$ cat src/rtl/token_lexer_pkg.sv
// Shared constants for the token lexer: token tags, special characters,
// FSM state encoding and small character-class helpers.
package token_lexer_pkg;

  localparam logic [7:0] TAG_NUM    = 8'h00;
  localparam logic [7:0] TAG_PLUS   = 8'h01;
  localparam logic [7:0] TAG_MINUS  = 8'h02;
  localparam logic [7:0] TAG_SEMI   = 8'h03;
  localparam logic [7:0] TAG_MUL    = 8'h04;
  localparam logic [7:0] TAG_DIV    = 8'h05;
  localparam logic [7:0] TAG_LPAREN = 8'h06;
  localparam logic [7:0] TAG_RPAREN = 8'h07;
  localparam logic [7:0] TAG_ASSIGN = 8'h08;
  localparam logic [7:0] TAG_EQ     = 8'h09;
  localparam logic [7:0] TAG_ERR    = 8'hFE;
  localparam logic [7:0] TAG_EOF    = 8'hFF;

  localparam logic [7:0] CH_TAB = 8'h09;
  localparam logic [7:0] CH_LF  = 8'h0A;
  localparam logic [7:0] CH_CR  = 8'h0D;
  localparam logic [7:0] CH_SP  = 8'h20;
  localparam logic [7:0] CH_NUL = 8'h00;
  localparam logic [7:0] CH_DEL = 8'hFF;
  localparam logic [7:0] CH_EQ  = 8'h3D;

  typedef enum logic [1:0] {
    ST_IDLE = 2'd0,
    ST_NUM  = 2'd1,
    ST_ASG  = 2'd2,
    ST_HOLD = 2'd3
  } state_t;

  function automatic logic is_digit(input logic [7:0] c);
    return (c >= 8'h30) && (c <= 8'h39);
  endfunction

  function automatic logic is_ws(input logic [7:0] c);
    return (c == CH_TAB) || (c == CH_LF) || (c == CH_CR) || (c == CH_SP);
  endfunction

  function automatic logic is_eof(input logic [7:0] c);
    return (c == CH_NUL) || (c == CH_DEL);
  endfunction

  // Returns {hit, tag} for the one-character operator tokens.
  function automatic logic [8:0] single_tag(input logic [7:0] c);
    case (c)
      8'h2B:   return {1'b1, TAG_PLUS};
      8'h2D:   return {1'b1, TAG_MINUS};
      8'h3B:   return {1'b1, TAG_SEMI};
      8'h2A:   return {1'b1, TAG_MUL};
      8'h2F:   return {1'b1, TAG_DIV};
      8'h28:   return {1'b1, TAG_LPAREN};
      8'h29:   return {1'b1, TAG_RPAREN};
      default: return 9'h000;
    endcase
  endfunction

endpackage

$ cat src/rtl/token_lexer_if.sv
// Character-in / token-out handshake bundle for the token lexer.
interface token_lexer_if #(
  parameter int NUM_W = 16
);
  logic             i_valid;
  logic [7:0]       i_data;
  logic             i_ready;
  logic             o_valid;
  logic             o_ready;
  logic [7:0]       o_tag;
  logic [NUM_W-1:0] o_data;

  modport master (
    output i_valid, i_data, o_ready,
    input  i_ready, o_valid, o_tag, o_data
  );

  modport slave (
    input  i_valid, i_data, o_ready,
    output i_ready, o_valid, o_tag, o_data
  );
endinterface

$ cat src/rtl/token_fifo.sv
// First-word-fall-through token FIFO; read data is forced to zero while empty.
module token_fifo #(
  parameter int WIDTH = 24,
  parameter int DEPTH = 4
) (
  input  logic             clk,
  input  logic             rst,
  input  logic             i_push,
  input  logic [WIDTH-1:0] i_wdata,
  input  logic             i_pop,
  output logic [WIDTH-1:0] o_rdata,
  output logic             o_full,
  output logic             o_empty
);
  localparam int AW = (DEPTH > 1) ? $clog2(DEPTH) : 1;
  localparam logic [AW:0] CNT_FULL = (AW+1)'(DEPTH);

  logic [WIDTH-1:0] r_mem [DEPTH];
  logic [AW-1:0]    r_wr_ptr;
  logic [AW-1:0]    r_rd_ptr;
  logic [AW:0]      r_count;
  logic             w_push;
  logic             w_pop;

  assign o_empty = (r_count == '0);
  assign o_full  = (r_count == CNT_FULL);
  assign w_pop   = i_pop && !o_empty;
  assign w_push  = i_push && !o_full;
  assign o_rdata = o_empty ? '0 : r_mem[r_rd_ptr];

  always_ff @(posedge clk) begin
    if (w_push) r_mem[r_wr_ptr] <= i_wdata;
  end

  // Power-of-two depth lets the pointers wrap by natural overflow.
  always_ff @(posedge clk or posedge rst) begin
    if (rst) begin
      r_wr_ptr <= '0;
      r_rd_ptr <= '0;
      r_count  <= '0;
    end else begin
      if (w_push) r_wr_ptr <= r_wr_ptr + 1'b1;
      if (w_pop)  r_rd_ptr <= r_rd_ptr + 1'b1;
      case ({w_push, w_pop})
        2'b10:   r_count <= r_count + 1'b1;
        2'b01:   r_count <= r_count - 1'b1;
        default: r_count <= r_count;
      endcase
    end
  end
endmodule

$ cat src/rtl/token_lexer.sv
// Character-stream lexer: turns ASCII bytes into (tag, value) tokens and
// buffers them in a first-word-fall-through FIFO.
module token_lexer
  import token_lexer_pkg::*;
#(
  parameter int NUM_W      = 16,
  parameter int FIFO_DEPTH = 4
) (
  input  logic         clk,
  input  logic         rst,
  token_lexer_if.slave bus
);
  localparam int ACC_W = NUM_W + 4;
  localparam logic [ACC_W-1:0] ACC_MAX = {4'b0000, {NUM_W{1'b1}}};

  state_t             r_state;
  logic [NUM_W-1:0]   r_acc;
  logic               r_ovf;
  logic [7:0]         r_hold;
  logic               r_run;

  state_t             w_state_next;
  logic [NUM_W-1:0]   w_acc_next;
  logic               w_ovf_next;
  logic [7:0]         w_hold_next;
  logic               w_push;
  logic [7:0]         w_tag;
  logic [NUM_W-1:0]   w_data;
  logic               w_full;
  logic               w_empty;
  logic               w_go;
  logic               w_i_ready;
  logic [7:0]         w_char;
  logic [8:0]         w_single;
  logic [ACC_W-1:0]   w_mul;
  logic [8+NUM_W-1:0] w_rdata;

  // r_run keeps the input closed until the first edge after reset release.
  assign w_i_ready = r_run && !w_full && (r_state != ST_HOLD);
  assign w_char    = (r_state == ST_HOLD) ? r_hold : bus.i_data;
  assign w_go      = (r_state == ST_HOLD) ? !w_full : (bus.i_valid && w_i_ready);
  assign w_single  = single_tag(w_char);
  assign w_mul     = ACC_W'(r_acc) * ACC_W'(10) + ACC_W'(w_char[3:0]);

  always_comb begin
    w_state_next = r_state;
    w_acc_next   = r_acc;
    w_ovf_next   = r_ovf;
    w_hold_next  = r_hold;
    w_push       = 1'b0;
    w_tag        = TAG_NUM;
    w_data       = '0;
    if (w_go) begin
      case (r_state)
        ST_NUM: begin
          if (is_digit(w_char)) begin
            if (w_mul > ACC_MAX) begin
              w_ovf_next = 1'b1;
              w_acc_next = '1;
            end else begin
              w_acc_next = w_mul[NUM_W-1:0];
            end
          end else begin
            w_push     = 1'b1;
            w_tag      = r_ovf ? TAG_ERR : TAG_NUM;
            w_data     = r_ovf ? '0 : r_acc;
            w_acc_next = '0;
            w_ovf_next = 1'b0;
            if (is_ws(w_char)) begin
              w_state_next = ST_IDLE;
            end else begin
              w_hold_next  = w_char;
              w_state_next = ST_HOLD;
            end
          end
        end
        ST_ASG: begin
          w_push = 1'b1;
          if (w_char == CH_EQ) begin
            w_tag        = TAG_EQ;
            w_state_next = ST_IDLE;
          end else begin
            w_tag        = TAG_ASSIGN;
            w_hold_next  = w_char;
            w_state_next = ST_HOLD;
          end
        end
        default: begin
          // IDLE and a released HOLD share the same character handling.
          w_state_next = ST_IDLE;
          if (is_digit(w_char)) begin
            w_acc_next   = NUM_W'(w_char[3:0]);
            w_state_next = ST_NUM;
          end else if (w_char == CH_EQ) begin
            w_state_next = ST_ASG;
          end else if (w_single[8]) begin
            w_push = 1'b1;
            w_tag  = w_single[7:0];
          end else if (is_eof(w_char)) begin
            w_push = 1'b1;
            w_tag  = TAG_EOF;
          end else if (!is_ws(w_char)) begin
            w_push = 1'b1;
            w_tag  = TAG_ERR;
            w_data = NUM_W'(w_char);
          end
        end
      endcase
    end
  end

  always_ff @(posedge clk or posedge rst) begin
    if (rst) begin
      r_state <= ST_IDLE;
      r_acc   <= '0;
      r_ovf   <= 1'b0;
      r_hold  <= '0;
      r_run   <= 1'b0;
    end else begin
      r_run   <= 1'b1;
      r_state <= w_state_next;
      r_acc   <= w_acc_next;
      r_ovf   <= w_ovf_next;
      r_hold  <= w_hold_next;
    end
  end

  token_fifo #(
    .WIDTH (8 + NUM_W),
    .DEPTH (FIFO_DEPTH)
  ) u_fifo (
    .clk     (clk),
    .rst     (rst),
    .i_push  (w_push),
    .i_wdata ({w_tag, w_data}),
    .i_pop   (bus.o_ready),
    .o_rdata (w_rdata),
    .o_full  (w_full),
    .o_empty (w_empty)
  );

  assign bus.i_ready = w_i_ready;
  assign bus.o_valid = !w_empty;
  assign bus.o_tag   = w_rdata[8+NUM_W-1 -: 8];
  assign bus.o_data  = w_rdata[NUM_W-1:0];
endmodule

$ cat src/flat_wrapper.sv
// flat-port wrapper written by rule: the top's interface ports become plain ports
module token_lexer_flat import token_lexer_pkg::*;
#(
  parameter int NUM_W      = 16,
  parameter int FIFO_DEPTH = 4
)
  (clk, rst, bus_i_valid, bus_i_data, bus_o_ready, bus_i_ready, bus_o_valid, bus_o_tag, bus_o_data);
  token_lexer_if #(.NUM_W(NUM_W)) bus_i ();
  input  logic clk;
  input  logic rst;
  input wire logic [$bits(bus_i.i_valid)-1:0] bus_i_valid;
  input wire logic [$bits(bus_i.i_data)-1:0] bus_i_data;
  input wire logic [$bits(bus_i.o_ready)-1:0] bus_o_ready;
  output wire logic [$bits(bus_i.i_ready)-1:0] bus_i_ready;
  output wire logic [$bits(bus_i.o_valid)-1:0] bus_o_valid;
  output wire logic [$bits(bus_i.o_tag)-1:0] bus_o_tag;
  output wire logic [$bits(bus_i.o_data)-1:0] bus_o_data;
  assign bus_i.i_valid = bus_i_valid;
  assign bus_i.i_data = bus_i_data;
  assign bus_i.o_ready = bus_o_ready;
  assign bus_i_ready = bus_i.i_ready;
  assign bus_o_valid = bus_i.o_valid;
  assign bus_o_tag = bus_i.o_tag;
  assign bus_o_data = bus_i.o_data;
  token_lexer #(.NUM_W(NUM_W), .FIFO_DEPTH(FIFO_DEPTH)) u_core (.clk(clk), .rst(rst), .bus(bus_i));
endmodule
$ cat config.mk
export PLATFORM = sky130hd
export DESIGN_NAME = token_lexer_flat
export DESIGN_NICKNAME = d
export VERILOG_FILES = /design/src/rtl/token_lexer_pkg.sv /design/src/rtl/token_lexer_if.sv /design/src/rtl/token_fifo.sv /design/src/rtl/token_lexer.sv /design/src/flat_wrapper.sv
export SDC_FILE = /design/constraint.sdc
export NUM_CORES = 1
export LEC_CHECK = 0
export ABC_AREA = 1
export CORE_MARGIN = 8
export CORE_UTILIZATION = 45
export DETAILED_ROUTE_END_ITERATION = 12
export PLACE_DENSITY_LB_ADDON = 0.12
export RECOVER_POWER = 100
export SYNTH_ARGS = -nofsm -noshare
export SYNTH_HDL_FRONTEND = slang
export SYNTH_HIERARCHICAL = 1
export SYNTH_SLANG_ARGS = --single-unit
$ cat constraint.sdc
create_clock -name clk -period 3.5 [get_ports clk]
set_clock_uncertainty 0.15 [all_clocks]
set_input_delay 0.7 -clock clk [delete_from_list [all_inputs] [get_ports clk]]
set_output_delay 0.7 -clock clk [all_outputs]
set_load 0.05 [all_outputs]
After elaboration in Yosys (flattened, before gate mapping)
Memory sizes are Yosys's and may differ from the RTL's.
Index checks and enable logic that the tools add are counted.

storage, ports and cells
  bits in registers = 35
  latch bits = 0
  RAM bits = 96
  memory bits (read-only) = 0
  input port bits = 12
  output and inout port bits = 26
  word-level logic and storage cells = 114
  memories kept = 1

operators by class
  $add $sub $neg = 5
  multipliers = 1
  divide/modulo/power cells = 0
  $lt $le $gt $ge = 3
  equal/unequal tests = 24
  shift-type cells = 0
  mux-type cells = 50
  bitwise gates (word level) = 1
  reductions and logical operators = 21

memory list
  name                 depth  width  rd ports  clocked after Yosys merged registers in  wr ports  RTL line          text
  u_core.u_fifo.r_mem  4      24     1         0                                        1         token_fifo.sv:18  logic [WIDTH-1:0] r_mem [DEPTH];

operator list
  operator                 number
  $mux W16                 10
  $mux W8                  13
  $eq A8 B6 Y1 const B     9
  $pmux W16 S2             2
  $pmux W9 S7              1
  $pmux W8 S2              2
  $eq A8 B4 Y1 const B     3
  $mux W24                 1
  $add A20 B4 Y20          1
  $gt A20 B16 Y1 const B   1
  $mul A16 B3 Y19 const B  1
  $mux W1                  13
  $mux W2                  5
  $ne A2 B2 Y1 const B     5
  $eq A8 B8 Y1 const B     1
  $ge A8 B6 Y1 const B     1
  $le A8 B6 Y1 const B     1
  $logic_not A8 Y1         1
  $eq A2 B2 Y1 const B     3
  $logic_and A1 B1 Y1      6
  $pmux W3 S2              1
  $reduce_and A3 Y1        2
  $reduce_bool A2 Y1       3
  $reduce_and A5 Y1        1
  other kinds (12)         18

Depth between registers and ports, before layout
Gate-level depths: netlist of run 1.

  depth after elaboration = 16
  gate-level depth with buffers = 25
  depth with buffers taken out = 25

Modules after synthesis
Netlist of run 1, hierarchy kept.

modules (own cells, without submodules)
  module       times used  cells an instance  area each (um^2)  seq. area each (um^2)
  token_fifo   1           438                4,531.8           3,057.9
  token_lexer  1           614                3,858.7           700.7

Worst setup path before layout of run 1
OpenSTA, ideal clock, no wires.

  path kind = register to register
  from = register u_core.r_state[0]
  to = memory u_core.u_fifo.r_mem[0][0], enable pin
  library setup time = 405 ps
  data arrival time = 3,240 ps
  setup slack = -295 ps
  stages on the path, launching flop included = 18
  cell sequence = dfrtp_1 > ha_1 > inv_1 > nand2_1 > nand2_2 > inv_2 > nand2_1 > inv_1 > nand2_1 > nor2_2 > inv_1 > a31oi_2 > nor2_1 > a21oi_1 > o21bai_1 > inv_1 > nand2_1 > nor2_1

between the ends
  longest elaborated chain between the ends = 16
  elaborated cells between the ends (all ways) = 41
  those cells by class = 2 x order compare; 17 x eq/ne; 13 x mux; 9 x reduce/logical

ends and longest elaborated chain
  what                               RTL line               text
  from (decl)                        token_lexer.sv:16      state_t r_state;
  from (signal assigned)             token_lexer.sv:121     r_state <= w_state_next;
  $eq A2 B2 Y1 (*)                   token_lexer.sv:40      assign w_char = (r_state == ST_HOLD) ? r_hold : bus.i_data;
  $mux W8 (*)                        token_lexer.sv:40
  net u_core.w_char[2]               token_lexer.sv:33      logic [7:0] w_char;
  $eq A8 B4 Y1                       token_lexer_pkg.sv:38  return (c == CH_TAB) || (c == CH_LF) || (c == CH_CR) || (c == CH_SP);
  $logic_or A1 B1 Y1 (3 in series)   token_lexer_pkg.sv:38
  $mux W1                            token_lexer.sv:102     end else if (!is_ws(w_char)) begin
  $mux W1                            token_lexer.sv:99      end else if (is_eof(w_char)) begin
  $mux W1                            token_lexer.sv:96      end else if (w_single[8]) begin
  $mux W1                            token_lexer.sv:94      end else if (w_char == CH_EQ) begin
  $mux W1                            token_lexer.sv:91      if (is_digit(w_char)) begin
  $pmux W1 S2 (*)                    token_lexer.sv:54      case (r_state)
  $mux W1 (*)                        token_lexer.sv:53      if (w_go) begin
  net u_core.w_push                  token_lexer.sv:26      logic w_push;
  $logic_and A1 B1 Y1 (*)            token_fifo.sv:28       assign w_push = i_push && !o_full;
  $mux W1 (*)                        token_fifo.sv:32       if (w_push) r_mem[r_wr_ptr] <= i_wdata;
  $mux W1 (not written as such) (*)  token_fifo.sv:32
  to (decl)                          token_fifo.sv:18

The timed path passes the listed nets; every way through them passes the cells marked *.

Worst setup path after layout of run 1
  from = register u_core.u_fifo.r_rd_ptr[0]
  to = output bus_o_tag[4]

between the ends
  longest elaborated chain between the ends = 2

ends and longest elaborated chain
  what                    RTL line            text
  from (decl)             token_fifo.sv:20    logic [AW-1:0] r_rd_ptr;
  from (signal assigned)  token_fifo.sv:43    if (w_pop) r_rd_ptr <= r_rd_ptr + 1'b1;
  $mem_v2 Z4 W24          --
  $mux W24                token_fifo.sv:29    assign o_rdata = o_empty ? '0 : r_mem[r_rd_ptr];
  to (decl)               flat_wrapper.sv:16  output wire logic [$bits(bus_i.o_tag)-1:0] bus_o_tag;

No other way between the ends.

==> results.yml, run 1 <==
synth:
  yosysTopAreaCellShare_pct: 34.4
  ys.flop_type: "edfxtp_1"
  synth_xor_area_share_pct: 1.03
  yosys.area_share.adder_pct: 6.53
  synth-async-reset-ratio_pct: 26.7
  synthCells: 1052
  synth_edf_count: 96
  synth_mux_area_share_pct: 0.403
  synth_nets: 1106
  syn_area_per_cell_um2: 7.98
  yosys_register_bits: 131
  ys_warn_count: 6
  synth-simple-area-share_pct: 28.0
  synth_area_mm2: 0.00839
  yosysUniqueCellTypes: 48
  seq_area_frac_synth_pct: 44.8
  netlist_top_cells_area: "edfxtp_1 (34%), nand2_1 (14%), dfrtp_1 (10%), inv_1 (9.1%), ha_1 (5.8%)"
  synth_top_family_by_area: "simple AND/OR/NAND/NOR gates"
  netlist_top_cells_count: "nand2_1 (304), inv_1 (203), edfxtp_1 (96), nand3_1 (96), a21oi_1 (46)"
  synth.most_common_cell: "nand2_1"
  synth_compound_area_share_pct: 7.50
  synth_largest_area_cell: "edfxtp_1"
clock_network:
  clk_path_buf_depth: 2
  clk_pin_slew_ns: 0.06
  numCtsBuffers: 17
  htreeDepth: 4
  cts_tree: "done"
  clk_latency_ns: 0.41
  cts_sinks: 131
  cts_root_buf: "clkbuf_16"
global_route:
  grt.overflow.total: 0
  grtUsageTotal_pct: 17.3
  grt_pass1_vias: 6352
  grt_max_degree: 51
  grt_pass1_wl_um: 32600
  antenna_found_initial: 0
floorplanning:
  fp.dieArea_mm2: 0.0233
  coreArea_mm2: 0.0185
  start_util_pct: 45.3
  core.rowCount: 50
  ios: 38
  die_w_um: 153
  die-height_um: 153
min_path:
  hp-class: "reg -> reg"
outcome:
  violations: "capacitance limit, slew limit"
  status: "finished with violations"
layout:
  fin_nets: 1202
  syn_to_final_growth_pct: 18.9
  fin_util_pct: 53.9
  n_antenna_cell: 0
  fin_cells: 1395
  drive_above_1_share_pct: 16.0
pwr:
  ir_drop_v: 0.000432
  combPwrFrac_pct: 54.8
  power_leakage_uw: 0.00487
  powerDensity_mw_per_mm2: 885
  p_sw_uw: 4180
  internal-power_uw: 4650
  clock_power_share_pct: 21.3
  switching_share_pct: 47.3
  p_seq_share_pct: 23.8
routing:
  dr_total_vias: 6764
  dr.first_iter.drc_count: 410
  wl_per_cell_um: 14.2
  drt_wl_total_um: 19800
  drc_errors: 0
  first_pass_iters: 5
  ant_nets: 0
  viasPerCell: 4.85
job:
  max-cap-violations: 1
place:
  place_inst: 1358
  gp_congestion: 0.874
  dp_slack_ns: -0.155
  io_buffer_count: 37
  dp_hpwl_um: 14200
setup_path:
  cp_slowest_cell: "inv_1"
  end_kind: "output pin"
  required_ns: 2.65
  crit_path_start_kind: "register"
  arrival_ns: 2.45
  cp_max_fo: 34
  cp_num_buf_inv: 3
  crit_type: "reg -> out"
  slowest_delay_ns: 0.77
  path_cells: "inv_1 > buf_4 > nand2_1 > nand3_1 > a21oi_1 > clkbuf_2"
  path_delay_family: "buffers and inverters"
sta:
  grt_setup_unrepaired: "yes"
  max_freq_mhz: 303
  hold_viol_final: 0
  layout_min_cycle_time_ns: 3.30
  post-route-period-util_pct: 94.3
  setup_violations: 0
  tightestPinTransition_ns: 1.66
  relSlewSlack_pct: -10.5
  worst_slack_ns: 0.201
  worst_hold_slack_ns: 0.328
  slew_viol_final: 29
  tns_ns: 0
what timing repair did:
action                     4_1_cts  5_1_grt
setup endpoints to repair        0       35
hold buffers                     0        0
setup buffers                    0        4
resized for setup                0       27
cells by family (layout without fill, tap and decap cells):
kind of cell,count (synthesis),after routing
compound gates,105,105
xor+xnor,9,9
fa+ha+maj,42,42
buf+inv,241,349
flops,131,131
mux,3,3
other cells,1,1
simple gates,520,521
cells in the final DEF, fill, tap and decap left out, types with 10 or more instances in the layout:
master / netlist / final
clkbuf_16: 0 / 17
o21ai_1: 10 / 14
o21ai_0: 21 / 19
clkdlybuf4s50_1: 0 / 10
clkbuf_1: 2 / 27
nor3_1: 11 / 11
buf_4: 5 / 51
nand4_1: 17 / 17
nand2_2: 20 / 24
nor2_2: 9 / 14
a21oi_1: 46 / 45
nand3_1: 96 / 95
edfxtp_1: 96 / 96
inv_2: 12 / 14
nand2_1: 304 / 300
inv_1: 203 / 201
ha_1: 39 / 36
nor2_1: 40 / 34
dfrtp_1: 35 / 35
cell type report:
| type | instances | area (um2) |
|---|---|---|
| clock buffer | 18 | 429 |
| clock inverter | 14 | 200 |
| fill | 1755 | 8540 |
| inverter | 216 | 811 |
| multi-input combinational | 681 | 3730 |
| sequential | 131 | 3760 |
| tap | 234 | 293 |
| timing repair buffer | 101 | 756 |
worst paths after layout:
| check | start | endpoint | slack, ns | cells after the start |
|---|---|---|---|---|
| min in group asynchronous | rst | u_core/u_fifo/r_count[0]$_DFFE_PP0P_ | 0.55 | 2 |
| setup reg to reg | u_core/r_acc[1]$_DFFE_PP0P_ | u_core/r_acc[11]$_DFFE_PP0P_ | 0.23 | 18 |
| hold reg to reg | u_core/r_hold[5]$_DFFE_PP0P_ | u_core/r_hold[5]$_DFFE_PP0P_ | 0.33 | 2 |
| hold / removal | u_core/r_hold[5]$_DFFE_PP0P_ | u_core/r_hold[5]$_DFFE_PP0P_ | 0.33 | 2 |
| max in group asynchronous | rst | u_core/r_acc[6]$_DFFE_PP0P_ | 1.03 | 3 |
| setup / recovery | u_core/u_fifo/r_rd_ptr[0]$_DFFE_PP0P_ | bus_o_tag[4] | 0.20 | 6 |
worst min-delay path: stages (launching register included):
cell and delay (ns):
dfrtp_1 0.34, nand2_1 0.05, o21ai_0 0.06
power by group through the flow:
stage	logic [uW]	registers (uW)	clock network, uW
final	4840	2100	1880
after global routing	5350	2130	1980
after CTS	5410	2100	1910
after detailed placement	5390	2130	0
after global placement	5370	2130	0
after floorplan	3530	2080	0
routing by layer:
metal / share of wire (%) / vias up / global-route usage [%]
met5: 0 / - / 0
met4: 0.66 / 0 / 3.77
met3: 3.5 / 12 / 3.57
met2: 46 / 96 / 27.9
met1: 49 / 3115 / 23.6
li1: - / 3541 / -
state kept, by name (all words and copies together), names as in the netlist:
register	count
u_core/u_fifo/r_rd_ptr	2
u_core/r_acc	16
u_core/u_fifo/r_count	3
u_core/u_fifo/r_mem	96
u_core/r_run	1
u_core/u_fifo/r_wr_ptr	2
u_core/r_state	2
u_core/r_ovf	1
u_core/r_hold	8
stage by stage:
stage | total power, uW | instance area (um2)
final | 8830 | 9970
after global routing | 9460 | 9970
after CTS | 9420 | 10300
after detailed placement | 7520 | 9630
after global placement | 7500 | 9630
after floorplan | 5610 | 8390
(Power assumes the default switching activity.)
==> run 2, diff against run 1 <==
==> constraint.sdc (replaced) <==
create_clock -name clk -period 3.5 [get_ports clk]
set_clock_uncertainty 0.15 [all_clocks]
set_input_delay 0.875 -clock clk [delete_from_list [all_inputs] [get_ports clk]]
set_output_delay 0.875 -clock clk [all_outputs]
set_load 0.05 [all_outputs]
==> run 2 against run 1 <==
Effect of this change:
- the run still ends with capacitance limit, slew limit left
- non-clock buffer count rose by 16
- routed wire length increased by 1.2%
- sequential cell count stayed put
- cell area up 2.2%
- sequential share of layout area down 0.80 points
- core utilization grew 1.2 points
- global-route usage is 0.061 points lower
- sequential power hardly changed
==> results.yml, run 2 (synthesized netlist as in run 1, its figures left out) <==
global_route:
  grt_pass1_vias: 6537
  grt_max_degree: 51
  grt.overflow.total: 0
  antenna_found_initial: 0
  grtUsageTotal_pct: 17.3
  grt_pass1_wl_um: 32700
setup_path:
  rrSetupSlack_ns: 0.23
  slowest_delay_ns: 0.69
  arrival_ns: 2.33
  end_kind: "output pin"
  crit_path_start_kind: "register"
  cp_slowest_cell: "inv_1"
  crit_type: "reg -> out"
  crit_start: "u_core/u_fifo/r_rd_ptr[1]$_DFFE_PP0P_"
  r2r-start: "u_core/r_acc[3]$_DFFE_PP0P_"
  required_ns: 2.47
  path_cells: "inv_1 > nand3_1 > a21oi_1 > clkdlybuf4s15_2"
  cp_max_fo: 24
place:
  dp_slack_ns: -0.283
  place_inst: 1374
  dp_hpwl_um: 14400
  gp_congestion: 0.849
  io_buffer_count: 37
pwr:
  ir_drop_v: 0.000434
  finalPower_uw: 8740
  powerDensity_mw_per_mm2: 857
  power_leakage_uw: 0.00500
layout:
  n_antenna_cell: 0
  largestRegisters: "u_core/u_fifo/r_mem (96), u_core/r_acc (16), u_core/r_hold (8)"
  final_cell_mix: "nand2_1 (298), inv_1 (201), edfxtp_1 (96)"
  fin_cells: 1410
  syn_to_final_growth_pct: 21.5
  regMostFlops: "u_core/u_fifo/r_mem"
  largest_reg_flops: 96
  fin_nets: 1217
  drive_above_1_share_pct: 18.2
  layout_commonest_cell: "nand2_1"
clock_network:
  clk_path_buf_depth: 2
  cts_tree: "done"
  cts_root_buf: "clkbuf_16"
  clk_latency_ns: 0.42
  cts_sinks: 131
  clk_pin_slew_ns: 0.06
  hold_buffers: 0
  numCtsBuffers: 17
  htreeDepth: 4
sta:
  worst_slack_ns: 0.144
  setup_violations: 0
  relSlewSlack_pct: -9.88
  post-route-period-util_pct: 95.9
  slew_viol_final: 29
  tightestPinTransition_ns: 1.65
  hold_viol_final: 0
  grt_setup_unrepaired: "yes"
  max_freq_mhz: 298
  layout_min_cycle_time_ns: 3.36
routing:
  drt_wl_total_um: 20000
  ant_nets: 0
  dr_total_vias: 6831
  drc_errors: 0
  first_pass_iters: 5
  viasPerCell: 4.84
  dr.first_iter.drc_count: 360
  wl_per_cell_um: 14.2
floorplanning:
  die_w_um: 153
  coreArea_mm2: 0.0185
  die-height_um: 153
  ios: 38
  fp.dieArea_mm2: 0.0233
  core.rowCount: 50
  start_util_pct: 45.3
outcome:
  status: "finished with violations"
  violations: "capacitance limit, slew limit"
min_path:
  hp-class: "reg -> reg"
  min_from: "u_core/r_hold[2]$_DFFE_PP0P_"
job:
  max-cap-violations: 1
[run 2: cell type report]
class,instances,area (um2)
multi-input combinational,680,3780
inverter,216,813
sequential,131,3760
timing repair buffer,117,953
clock buffer,17,425
tap,234,293
clock inverter,15,163
fill,1772,8330
[run 2: repair_timing]
item	CTS	global route
resized for setup	0	41
endpoints found under the hold margin	0	0
endpoints found under the setup margin	0	37
setup buffers	0	4
[run 2: path summary, 6_finish.rpt]
kind	end	cells after the start
min in group asynchronous	u_core/u_fifo/r_rd_ptr[0]$_DFFE_PP0P_	2
max in group asynchronous	u_core/r_acc[3]$_DFFE_PP0P_	3
worst min-delay path	u_core/r_hold[2]$_DFFE_PP0P_	2
worst max register to register	u_core/r_acc[14]$_DFFE_PP0P_	18
worst min register to register	u_core/r_hold[2]$_DFFE_PP0P_	2
worst max-delay path	bus_o_data[2]	4
[run 2: power by group]
| group | leakage, uW | internal, uW | switching, uW |
|---|---|---|---|
| logic | 0.00338 | 1590 | 3340 |
| clock network | 0.000285 | 952 | 770 |
| registers | 0.00134 | 1940 | 139 |
| total | 0.00500 | 4490 | 4250 |
[run 2: through the flow]
step / TNS (ns) / utilization (%) / instance area, um2 / hold WS (ns)
finish: 0 / 55.0 / 10200 / 0.337
global route: -0.0729 / 55.0 / 10200 / 0.373
CTS: 0 / 55.9 / 10400 / 0.332
detailed placement: -10.31 / 52.7 / 9770 / 0.316
global placement: -7.36 / 52.7 / 9770 / 0.313
floorplan: -5.48 / - / 8400 / 0.295
[run 2: worst max-delay path, delay by kind of cell (launching register included)]
family	cells	cell delay, ns
flip-flops	1	0.37
buffers and inverters	2	1.11
AO/OA/AOI/OAI	1	0.28
AND/OR/NAND/NOR	1	0.15
[run 2: metal layers]
metal	vias up	GRT usage (%)	share of wire, %
li1	3574	-	-
met2	128	29.1	48
met1	3118	22.5	48
met5	-	0	0
met3	11	2.78	3.9
met4	0	4.95	0.74
==> run 3, diff against run 2 <==
Settings changed: CAP_MARGIN from default to 40.
==> run 3 against run 2 <==
Effect of this change:
- the run still ends with capacitance limit, slew limit left
- largest cell class is now registers
- count of clock-buffer cells in the layout unchanged
- sequential power about the same
- via count is 0.18% lower
- highest routed layer unchanged
- power up 0.48%
- hold slack got worse by 0.0060 ns
- register-to-register slack got worse by 0.06 ns
- setup slack gained 0.021 ns
- die area did not move
==> results.yml, run 3 (synthesized netlist as in run 1, its figures left out) <==
setup_path:
  r2r-end: "u_core/r_acc[10]$_DFFE_PP0P_"
  end_kind: "register"
  arrival_ns: 3.48
  r2r_cells: 18
  required_ns: 3.64
  cp_max_fo: 6
  rrSetupSlack_ns: 0.17
  r2r-start: "u_core/r_acc[3]$_DFFE_PP0P_"
  crit_path_start_kind: "register"
  crit_type: "reg -> reg"
sta:
  max_freq_mhz: 300
  tns_ns: 0
  layout_min_cycle_time_ns: 3.33
  grt_setup_unrepaired: "yes"
  relSlewSlack_pct: -7.73
  setup_violations: 0
  slew_viol_final: 29
  tightestPinTransition_ns: 1.62
  worst_hold_slack_ns: 0.331
  post-route-period-util_pct: 95.3
  hold_viol_final: 0
routing:
  viasPerCell: 4.83
  dr.first_iter.drc_count: 429
  drt_wl_total_um: 20100
  wl_per_cell_um: 14.2
  first_pass_iters: 6
  dr_total_vias: 6819
  drc_errors: 0
  ant_nets: 0
min_path:
  worstHoldEndpoint: "u_core/r_hold[5]$_DFFE_PP0P_"
  hp-class: "reg -> reg"
  min_from: "u_core/r_hold[5]$_DFFE_PP0P_"
  min_path_cells: 2
layout:
  drive_above_1_share_pct: 17.9
  n_antenna_cell: 0
  layout_commonest_cell: "nand2_1"
  largest_reg_flops: 96
  final_cell_mix: "nand2_1 (298), inv_1 (201), edfxtp_1 (96)"
  fin_nets: 1219
  syn_to_final_growth_pct: 21.8
  largestRegisters: "u_core/u_fifo/r_mem (96), u_core/r_acc (16), u_core/r_hold (8)"
  fin_util_pct: 55.2
  regMostFlops: "u_core/u_fifo/r_mem"
place:
  gp_congestion: 0.849
  io_buffer_count: 37
  dp_hpwl_um: 14600
clock_network:
  htreeDepth: 4
  clk_pin_slew_ns: 0.06
  clk_path_buf_depth: 2
  clk_latency_ns: 0.41
  hold_buffers: 0
  cts_root_buf: "clkbuf_16"
  cts_sinks: 131
  numCtsBuffers: 17
  cts_tree: "done"
floorplanning:
  start_util_pct: 45.3
  die-height_um: 153
  core.rowCount: 50
  fp.dieArea_mm2: 0.0233
  coreArea_mm2: 0.0185
  die_w_um: 153
  ios: 38
pwr:
  power_leakage_uw: 0.00511
  ir_drop_v: 0.000435
  powerDensity_mw_per_mm2: 859
  finalPower_uw: 8780
global_route:
  grt.overflow.total: 0
  grt_max_degree: 51
  grtUsageTotal_pct: 17.6
  grt_pass1_vias: 6644
  grt_pass1_wl_um: 33200
  antenna_found_initial: 0
job:
  max-cap-violations: 1
outcome:
  violations: "capacitance limit, slew limit"
  status: "finished with violations"
## run 3: cell count changes in the layout (fill, tap and decap cells not counted), sizes merged
cell,previous run,this run
clkinvlp,1,3
buf,60,68
clkbuf,45,35
nand2,328,329
clkinv,8,4
bufinv,0,2
clkdlybuf4s15,9,4
dlymetal6s2s,7,15
## run 3: per-stage QoR
stage	setup slack, ns	cells	instance area (um2)
6_report	0.166	1412	10200
5_1_grt	-0.0424	1412	10200
4_1_cts	0.0285	1407	10400
2_1_floorplan	-0.0568	1052	8400
3_5_place_dp	-0.292	1375	9770
3_3_place_gp	-0.264	1374	9770
## run 3: cell type report
class	count	area (um2)
Inverter	216	811
Tap cell	234	293
Timing Repair Buffer	118	1010
Clock inverter	15	169
Clock buffer	17	425
Multi-Input combinational cell	681	3750
Sequential cell	131	3760
Fill cell	1748	8300
## run 3: per-layer routing
metal	track usage, %	wire, um
met1	23.0	9600
met2	29.4	9590
met3	3.32	712
met4	4.67	174
met5	0	0
## run 3: how the worst max path moves through the flow
| stage | from | end | slack (ns) | cells past startpoint |
|---|---|---|---|---|
| 2_1_floorplan | bus_i_data[2] | u_core/u_fifo/r_mem[0][0]$_DFFE_PP_ | -0.06 | 15 |
| 3_3_place_gp | bus_i_data[6] | u_core/u_fifo/r_count[2]$_DFFE_PP0P_ | -0.26 | 19 |
| 3_5_place_dp | bus_i_data[6] | u_core/u_fifo/r_count[2]$_DFFE_PP0P_ | -0.29 | 19 |
| 4_1_cts | u_core/r_acc[3]$_DFFE_PP0P_ | u_core/r_acc[14]$_DFFE_PP0P_ | 0.03 | 18 |
| 5_1_grt | u_core/r_acc[3]$_DFFE_PP0P_ | u_core/r_acc[4]$_DFFE_PP0P_ | -0.04 | 18 |
| 6_report | u_core/r_acc[3]$_DFFE_PP0P_ | u_core/r_acc[10]$_DFFE_PP0P_ | 0.17 | 18 |
## run 3: timing repair
item                       in CTS  in global routing
setup endpoints to repair       0                 19
setup buffers                   0                  4
resized for setup               0                 34
## run 3: worst max-delay path: stages (launching register included)
cell and delay (ns):
dfrtp_2 0.43, ha_1 0.28, ha_1 0.21, inv_1 0.07, fa_2 0.47, nor2_4 0.14
nand3_2 0.10, a21oi_2 0.17, nand3_1 0.10, nor2_2 0.12, nand2_1 0.09, nor2_1 0.09
nand3_1 0.07, nand2_1 0.07, inv_1 0.05, nor2_4 0.20, nand2_2 0.17, o21ai_1 0.15
o21ai_1 0.07
## run 3: power by group
group          switching (uW)  internal (uW)  total (uW)
clock                     706           1070        1770
combinational            3330           1590        4920
sequential                142           1940        2080
